**src/rtl/sync_fifo_flags_if.sv**
```systemverilog
// sync_fifo_flags_if: handshake and status bundle for sync_fifo_flags.
//   master : producer/consumer side; drives w_inc, r_inc, clr_err and wr_data.
//   slave  : FIFO side; drives rd_data, count and all status flags.
interface sync_fifo_flags_if #(
  parameter int unsigned DATA_WIDTH = 8,
  parameter int unsigned ADDR       = 6
);
  logic                  w_inc;
  logic                  r_inc;
  logic                  clr_err;
  logic [DATA_WIDTH-1:0] wr_data;
  logic [DATA_WIDTH-1:0] rd_data;
  logic                  full;
  logic                  empty;
  logic                  almost_full;
  logic                  almost_empty;
  logic [ADDR:0]         count;
  logic                  overflow;
  logic                  underflow;

  modport master (
    output w_inc, r_inc, clr_err, wr_data,
    input  rd_data, full, empty, almost_full, almost_empty, count, overflow, underflow
  );

  modport slave (
    input  w_inc, r_inc, clr_err, wr_data,
    output rd_data, full, empty, almost_full, almost_empty, count, overflow, underflow
  );
endinterface

```
**src/rtl/sync_fifo_flags.sv**
```systemverilog
// sync_fifo_flags: single-clock FIFO with occupancy count, programmable almost-full/empty
// thresholds, sticky overflow/underflow flags and optional first-word-fall-through reads.
//   clk  : clock, all state changes on the rising edge
//   rst  : asynchronous active-low reset
//   bus  : slave side of sync_fifo_flags_if (requests and write data in; read data,
//          count and flags out)
module sync_fifo_flags #(
  parameter int unsigned DATA_WIDTH = 8,
  parameter int unsigned ADDR       = 6,
  parameter int unsigned AF_LEVEL   = (1 << ADDR) - 4,
  parameter int unsigned AE_LEVEL   = 4,
  parameter bit          FWFT       = 1'b0
) (
  input logic              clk,
  input logic              rst,
  sync_fifo_flags_if.slave bus
);

  localparam int unsigned   DEPTH    = 1 << ADDR;
  localparam logic [ADDR:0] DepthCnt = (ADDR + 1)'(DEPTH);
  localparam logic [ADDR:0] AfCnt    = (ADDR + 1)'(AF_LEVEL);
  localparam logic [ADDR:0] AeCnt    = (ADDR + 1)'(AE_LEVEL);

  logic [DATA_WIDTH-1:0] mem [DEPTH];
  logic [ADDR-1:0]       wptr_q, rptr_q;
  logic [ADDR:0]         count_q, count_d;
  logic                  ovf_q, ovf_d;
  logic                  unf_q, unf_d;
  logic                  full, empty;
  logic                  wr_ok, rd_ok;

  // Every flag is a decode of count_q, so flags cannot drift from the count.
  always_comb begin
    full    = (count_q == DepthCnt);
    empty   = (count_q == '0);
    wr_ok   = bus.w_inc && !full;
    rd_ok   = bus.r_inc && !empty;
    count_d = count_q;
    if (wr_ok && !rd_ok) begin
      count_d = count_q + 1'b1;
    end else if (rd_ok && !wr_ok) begin
      count_d = count_q - 1'b1;
    end
    // Set has priority over clear.
    ovf_d = (bus.w_inc && full) || (ovf_q && !bus.clr_err);
    unf_d = (bus.r_inc && empty) || (unf_q && !bus.clr_err);
  end

  always_ff @(posedge clk or negedge rst) begin
    if (!rst) begin
      wptr_q  <= '0;
      rptr_q  <= '0;
      count_q <= '0;
      ovf_q   <= 1'b0;
      unf_q   <= 1'b0;
    end else begin
      if (wr_ok) wptr_q <= wptr_q + 1'b1;
      if (rd_ok) rptr_q <= rptr_q + 1'b1;
      count_q <= count_d;
      ovf_q   <= ovf_d;
      unf_q   <= unf_d;
    end
  end

  // Storage is deliberately not reset; a reset only discards it logically via the pointers.
  always_ff @(posedge clk) begin
    if (wr_ok) mem[wptr_q] <= bus.wr_data;
  end

  generate
    if (FWFT) begin : g_fwft
      // Head word shown directly; meaningless while empty.
      assign bus.rd_data = mem[rptr_q];
    end else begin : g_std
      logic [DATA_WIDTH-1:0] rd_data_q;
      always_ff @(posedge clk or negedge rst) begin
        if (!rst) begin
          rd_data_q <= '0;
        end else if (rd_ok) begin
          rd_data_q <= mem[rptr_q];
        end
      end
      assign bus.rd_data = rd_data_q;
    end
  endgenerate

  assign bus.full         = full;
  assign bus.empty        = empty;
  assign bus.almost_full  = (count_q >= AfCnt);
  assign bus.almost_empty = (count_q <= AeCnt);
  assign bus.count        = count_q;
  assign bus.overflow     = ovf_q;
  assign bus.underflow    = unf_q;

endmodule

```
**src/flat_wrapper.sv**
```systemverilog
// flat-port wrapper written by rule: the top's interface ports become plain ports
module sync_fifo_flags_flat 
#(
  parameter int unsigned DATA_WIDTH = 8,
  parameter int unsigned ADDR       = 6,
  parameter int unsigned AF_LEVEL   = (1 << ADDR) - 4,
  parameter int unsigned AE_LEVEL   = 4,
  parameter bit          FWFT       = 1'b0
)
  (clk, rst, bus_w_inc, bus_r_inc, bus_clr_err, bus_wr_data, bus_rd_data, bus_full, bus_empty, bus_almost_full, bus_almost_empty, bus_count, bus_overflow, bus_underflow);
  sync_fifo_flags_if #(.DATA_WIDTH(DATA_WIDTH), .ADDR(ADDR)) bus_i ();
  input logic clk;
  input logic rst;
  input wire logic [$bits(bus_i.w_inc)-1:0] bus_w_inc;
  input wire logic [$bits(bus_i.r_inc)-1:0] bus_r_inc;
  input wire logic [$bits(bus_i.clr_err)-1:0] bus_clr_err;
  input wire logic [$bits(bus_i.wr_data)-1:0] bus_wr_data;
  output wire logic [$bits(bus_i.rd_data)-1:0] bus_rd_data;
  output wire logic [$bits(bus_i.full)-1:0] bus_full;
  output wire logic [$bits(bus_i.empty)-1:0] bus_empty;
  output wire logic [$bits(bus_i.almost_full)-1:0] bus_almost_full;
  output wire logic [$bits(bus_i.almost_empty)-1:0] bus_almost_empty;
  output wire logic [$bits(bus_i.count)-1:0] bus_count;
  output wire logic [$bits(bus_i.overflow)-1:0] bus_overflow;
  output wire logic [$bits(bus_i.underflow)-1:0] bus_underflow;
  assign bus_i.w_inc = bus_w_inc;
  assign bus_i.r_inc = bus_r_inc;
  assign bus_i.clr_err = bus_clr_err;
  assign bus_i.wr_data = bus_wr_data;
  assign bus_rd_data = bus_i.rd_data;
  assign bus_full = bus_i.full;
  assign bus_empty = bus_i.empty;
  assign bus_almost_full = bus_i.almost_full;
  assign bus_almost_empty = bus_i.almost_empty;
  assign bus_count = bus_i.count;
  assign bus_overflow = bus_i.overflow;
  assign bus_underflow = bus_i.underflow;
  sync_fifo_flags #(.DATA_WIDTH(DATA_WIDTH), .ADDR(ADDR), .AF_LEVEL(AF_LEVEL), .AE_LEVEL(AE_LEVEL), .FWFT(FWFT)) u_core (.clk(clk), .rst(rst), .bus(bus_i));
endmodule
```
**config.mk**
```make
export PLATFORM = sky130hd
export DESIGN_NAME = sync_fifo_flags_flat
export DESIGN_NICKNAME = d
export VERILOG_FILES = /design/src/rtl/sync_fifo_flags_if.sv /design/src/rtl/sync_fifo_flags.sv /design/src/flat_wrapper.sv
export SDC_FILE = /design/constraint.sdc
export NUM_CORES = 1
export LEC_CHECK = 0
export ABC_AREA = 1
export CAP_MARGIN = 30
export CORE_UTILIZATION = 45
export CTS_CLUSTER_DIAMETER = 60
export CTS_CLUSTER_SIZE = 24
export DETAILED_ROUTE_END_ITERATION = 8
export PLACE_DENSITY = 0.58
export SYNTH_ARGS = -nofsm -noshare
export SYNTH_HDL_FRONTEND = slang
export SYNTH_SLANG_ARGS = --single-unit
```
**constraint.sdc**
```tcl
create_clock -name clk -period 6.1 [get_ports clk]
set_input_delay 1.83 -clock clk [delete_from_list [all_inputs] [get_ports clk]]
set_output_delay 1.83 -clock clk [all_outputs]
set_load 0.01 [all_outputs]
```
==> flow_summary.json <==
{
  "worstMarginPinSlew_ns": 0.997,
  "cts_sinks": 541,
  "io_pins": 34,
  "vdd_drop_max_mv": 0.277,
  "cp_num_buf_inv": 1,
  "worstPathCellList": "nor2_1 -> nand3_1 -> nor3_2 -> clkdlybuf4s50_1",
  "synthTopCellsByCount": "744 x nand2_1, 512 x edfxtp_1, 284 x nand3_1, 190 x inv_1, 153 x nor2_1",
  "grt_pass1_wl_um": 92500,
  "syn_nets": 2171,
  "synth_mux_area_share_pct": 0,
  "drv_slew": 0,
  "cp-end-kind": "output pin",
  "finalSetupTns_ns": 0,
  "startpoint": "u_core.bus.count[0]$_DFFE_PN0P_",
  "timing.rr.start": "u_core.rptr_q[0]$_DFFE_PN0P_",
  "drt-vias-per-instance": 5.35,
  "cts_tree": "done",
  "utilization_pct": 50.0,
  "cts_made_buffers": 38,
  "cp_slowest_cell": "clkdlybuf4s50_1",
  "synthSimpleGateAreaFrac_pct": 21.4,
  "hold_start": "u_core.bus.rd_data[6]$_DFFE_PN0P_",
  "layout-drive-gt1-share_pct": 5.35,
  "leakagePower_nw": 9.76,
  "synth_xor_area_share_pct": 0.454,
  "start_util_pct": 45.8,
  "timing.final.crit_share_pct": 64.7,
  "fmax_mhz": 253,
  "ys_ff_latch": 541,
  "synth_area_leader_cell": "edfxtp_1",
  "clk_path_buf_depth": 3,
  "routed_wl_um": 61300,
  "final_hold_viol_count": 0,
  "rows": 82,
  "grt_use_total_pct": 23.8,
  "netlist_area_mm2": 0.0231,
  "num_antenna_cells": 0,
  "hold_buffers": 0,
  "status": "completed",
  "synth.most_common_cell": "nand2_1",
  "cts_htree_levels": 2,
  "antenna_found_initial": 0,
  "cap_violations": 0,
  "required_ns": 4.27,
  "synthAdderAreaFrac_pct": 0.573,
  "gp_congestion": 0.863,
  "syn_area_per_cell_um2": 10.8,
  "synth_compound_area_share_pct": 2.19,
  "post-route-min-period_ns": 3.95,
  "coreArea_mm2": 0.0505,
  "drt-initial-drc-count": 1612,
  "max_slew_margin_pct": 33.5,
  "ant_nets": 0,
  "synth_edf_count": 512,
  "root_buffer": "clkbuf_16",
  "cpPeakStageDelay_ns": 0.59,
  "postCtsSetupBuffers": 0,
  "clk_latency_ns": 0.58,
  "die_w_um": 229,
  "ys.flop_type": "edfxtp_1",
  "crit_family": "buffers and inverters",
  "grt_max_degree": 123,
  "io_buffers": 33,
  "finClkSkew_ns": 0.0283,
  "rsz0062_at_grt": "false",
  "wl_per_cell_um": 21.6,
  "crit_type": "register to output pin",
  "yosysUniqueCellTypes": 29,
  "final_nets": 2163,
  "synth_top_family_by_area": "simple AND/OR/NAND/NOR gates",
  "grt_pass1_vias": 15145,
  "yosys_warnings": 0,
  "yosys-top-cells-area": "edfxtp_1 66%, nand2_1 12%, nand3_1 6.1%, dfrtp_1 3.1%, inv_1 3.1%",
  "path_max_fanout": 5,
  "route.detailed.drc": 0,
  "synthToLayoutAreaGrowth_pct": 9.15,
  "netlist_instances": 2148,
  "yosys.area.top_type_share_pct": 66.5,
  "crit_path_start_kind": "register",
  "dp.final_hpwl_um": 37600,
  "power.density_mw_per_mm2": 442,
  "cts-resized-gates": 0,
  "num-fill-cells": 4581,
  "dieHeight_um": 229,
  "gr-total-overflow": 0,
  "vias": 15214,
  "async_reset_ff_share_pct": 5.36,
  "clk_pin_slew_worst_paths_ns": 0.09,
  "hold_path_class": "register to register",
  "dieArea_mm2": 0.0523,
  "synth-seq-area-share_pct": 69.6,
  "first_pass_iters": 7,
  "worstPathArrival_ns": 2.12,
  "setup_viol": 0
}
-- power by group --
group	internal (mW)	switching (mW)
Clock	1.30	1.40
Sequential	4.28	0.298
Combinational	1.11	2.78
-- layout by cell type (no fill, tap or decap), types with 4 or more instances in the layout --
cell,count
a21oi_1,37
buf_2,9
buf_4,23
clkbuf_16,41
clkdlybuf4s50_1,25
clkinv_1,4
clkinv_4,4
clkinv_8,5
dfrtp_1,27
edfxtp_1,512
ha_1,9
inv_1,189
inv_6,7
inv_8,6
nand2_1,744
nand3_1,284
nand4_4,6
nor2_1,152
o211ai_1,24
o21ai_0,25
xor2_1,9
-- per-layer routing --
metal / GRT usage (%) / vias up / share of wire, %
li1: - / 7147 / -
met1: 33.1 / 7457 / 44
met2: 38.7 / 508 / 47
met3: 2.98 / 102 / 6.2
met4: 7.95 / 0 / 2.8
met5: 0 / - / 0
-- final timing paths --
kind	end	slack (ns)	depth (start not counted)
worst max-delay path	bus_full	2.15	4
worst min-delay path	u_core.bus.rd_data[6]$_DFFE_PN0P_	0.51	2
worst max register to register	u_core.bus.rd_data[7]$_DFFE_PN0P_	2.52	11
worst min register to register	u_core.bus.rd_data[6]$_DFFE_PN0P_	0.51	2
max in group asynchronous	u_core.rptr_q[1]$_DFFE_PN0P_	4.15	2
min in group asynchronous	u_core.bus.count[6]$_DFFE_PN0P_	1.63	2
-- final cells by class --
class / instances / area, um2 / area share, %
flip-flops and latches: 541 / 16100 / 63.8
multi-input cells: 1304 / 5710 / 22.6
clock buffers: 44 / 1040 / 4.11
well taps: 672 / 841 / 3.33
inverters: 195 / 739 / 2.93
repair buffers: 60 / 536 / 2.12
clock inverters: 26 / 277 / 1.10
-- state kept, by name, indices dropped and copies added, names as in the netlist --
| register | flops |
|---|---|
| u_core.wptr_q | 6 |
| u_core.bus.underflow | 1 |
| u_core.bus.count | 7 |
| u_core.rptr_q | 6 |
| u_core.bus.overflow | 1 |
| u_core.bus.rd_data | 8 |
| u_core.mem | 512 |
-- per-stage QoR --
step	area, um2	worst slack [ns]	hold slack (ns)	total power, mW	std cells
after floorplan	23100	2.34	0.515	7.21	2148
after global placement	23800	1.77	0.479	8.45	2767
after detailed placement	23900	1.74	0.473	8.51	2772
after CTS	25200	2.11	0.504	11.2	2842
after global routing	25200	2.05	0.541	11.8	2842
final	25200	2.15	0.505	11.2	2842
-- logic make-up after synthesis --
group	count (synthesis)
AO/OA/AOI/OAI	88
adder cells (fa/ha/maj)	10
AND/OR/NAND/NOR	1194
buffers and inverters	303
flip-flops	541
XOR/XNOR	12
-- worst register-to-register path: cells and delay by family (launching register included) --
| family | cells | cell delay (ns) |
|---|---|---|
| AOI/OAI and AO/OA | 1 | 0.11 |
| buffers and inverters | 2 | 1.60 |
| DFF | 1 | 0.69 |
| and+or+nand+nor | 8 | 1.08 |
Note: power is estimated with default switching activity, not from simulation.
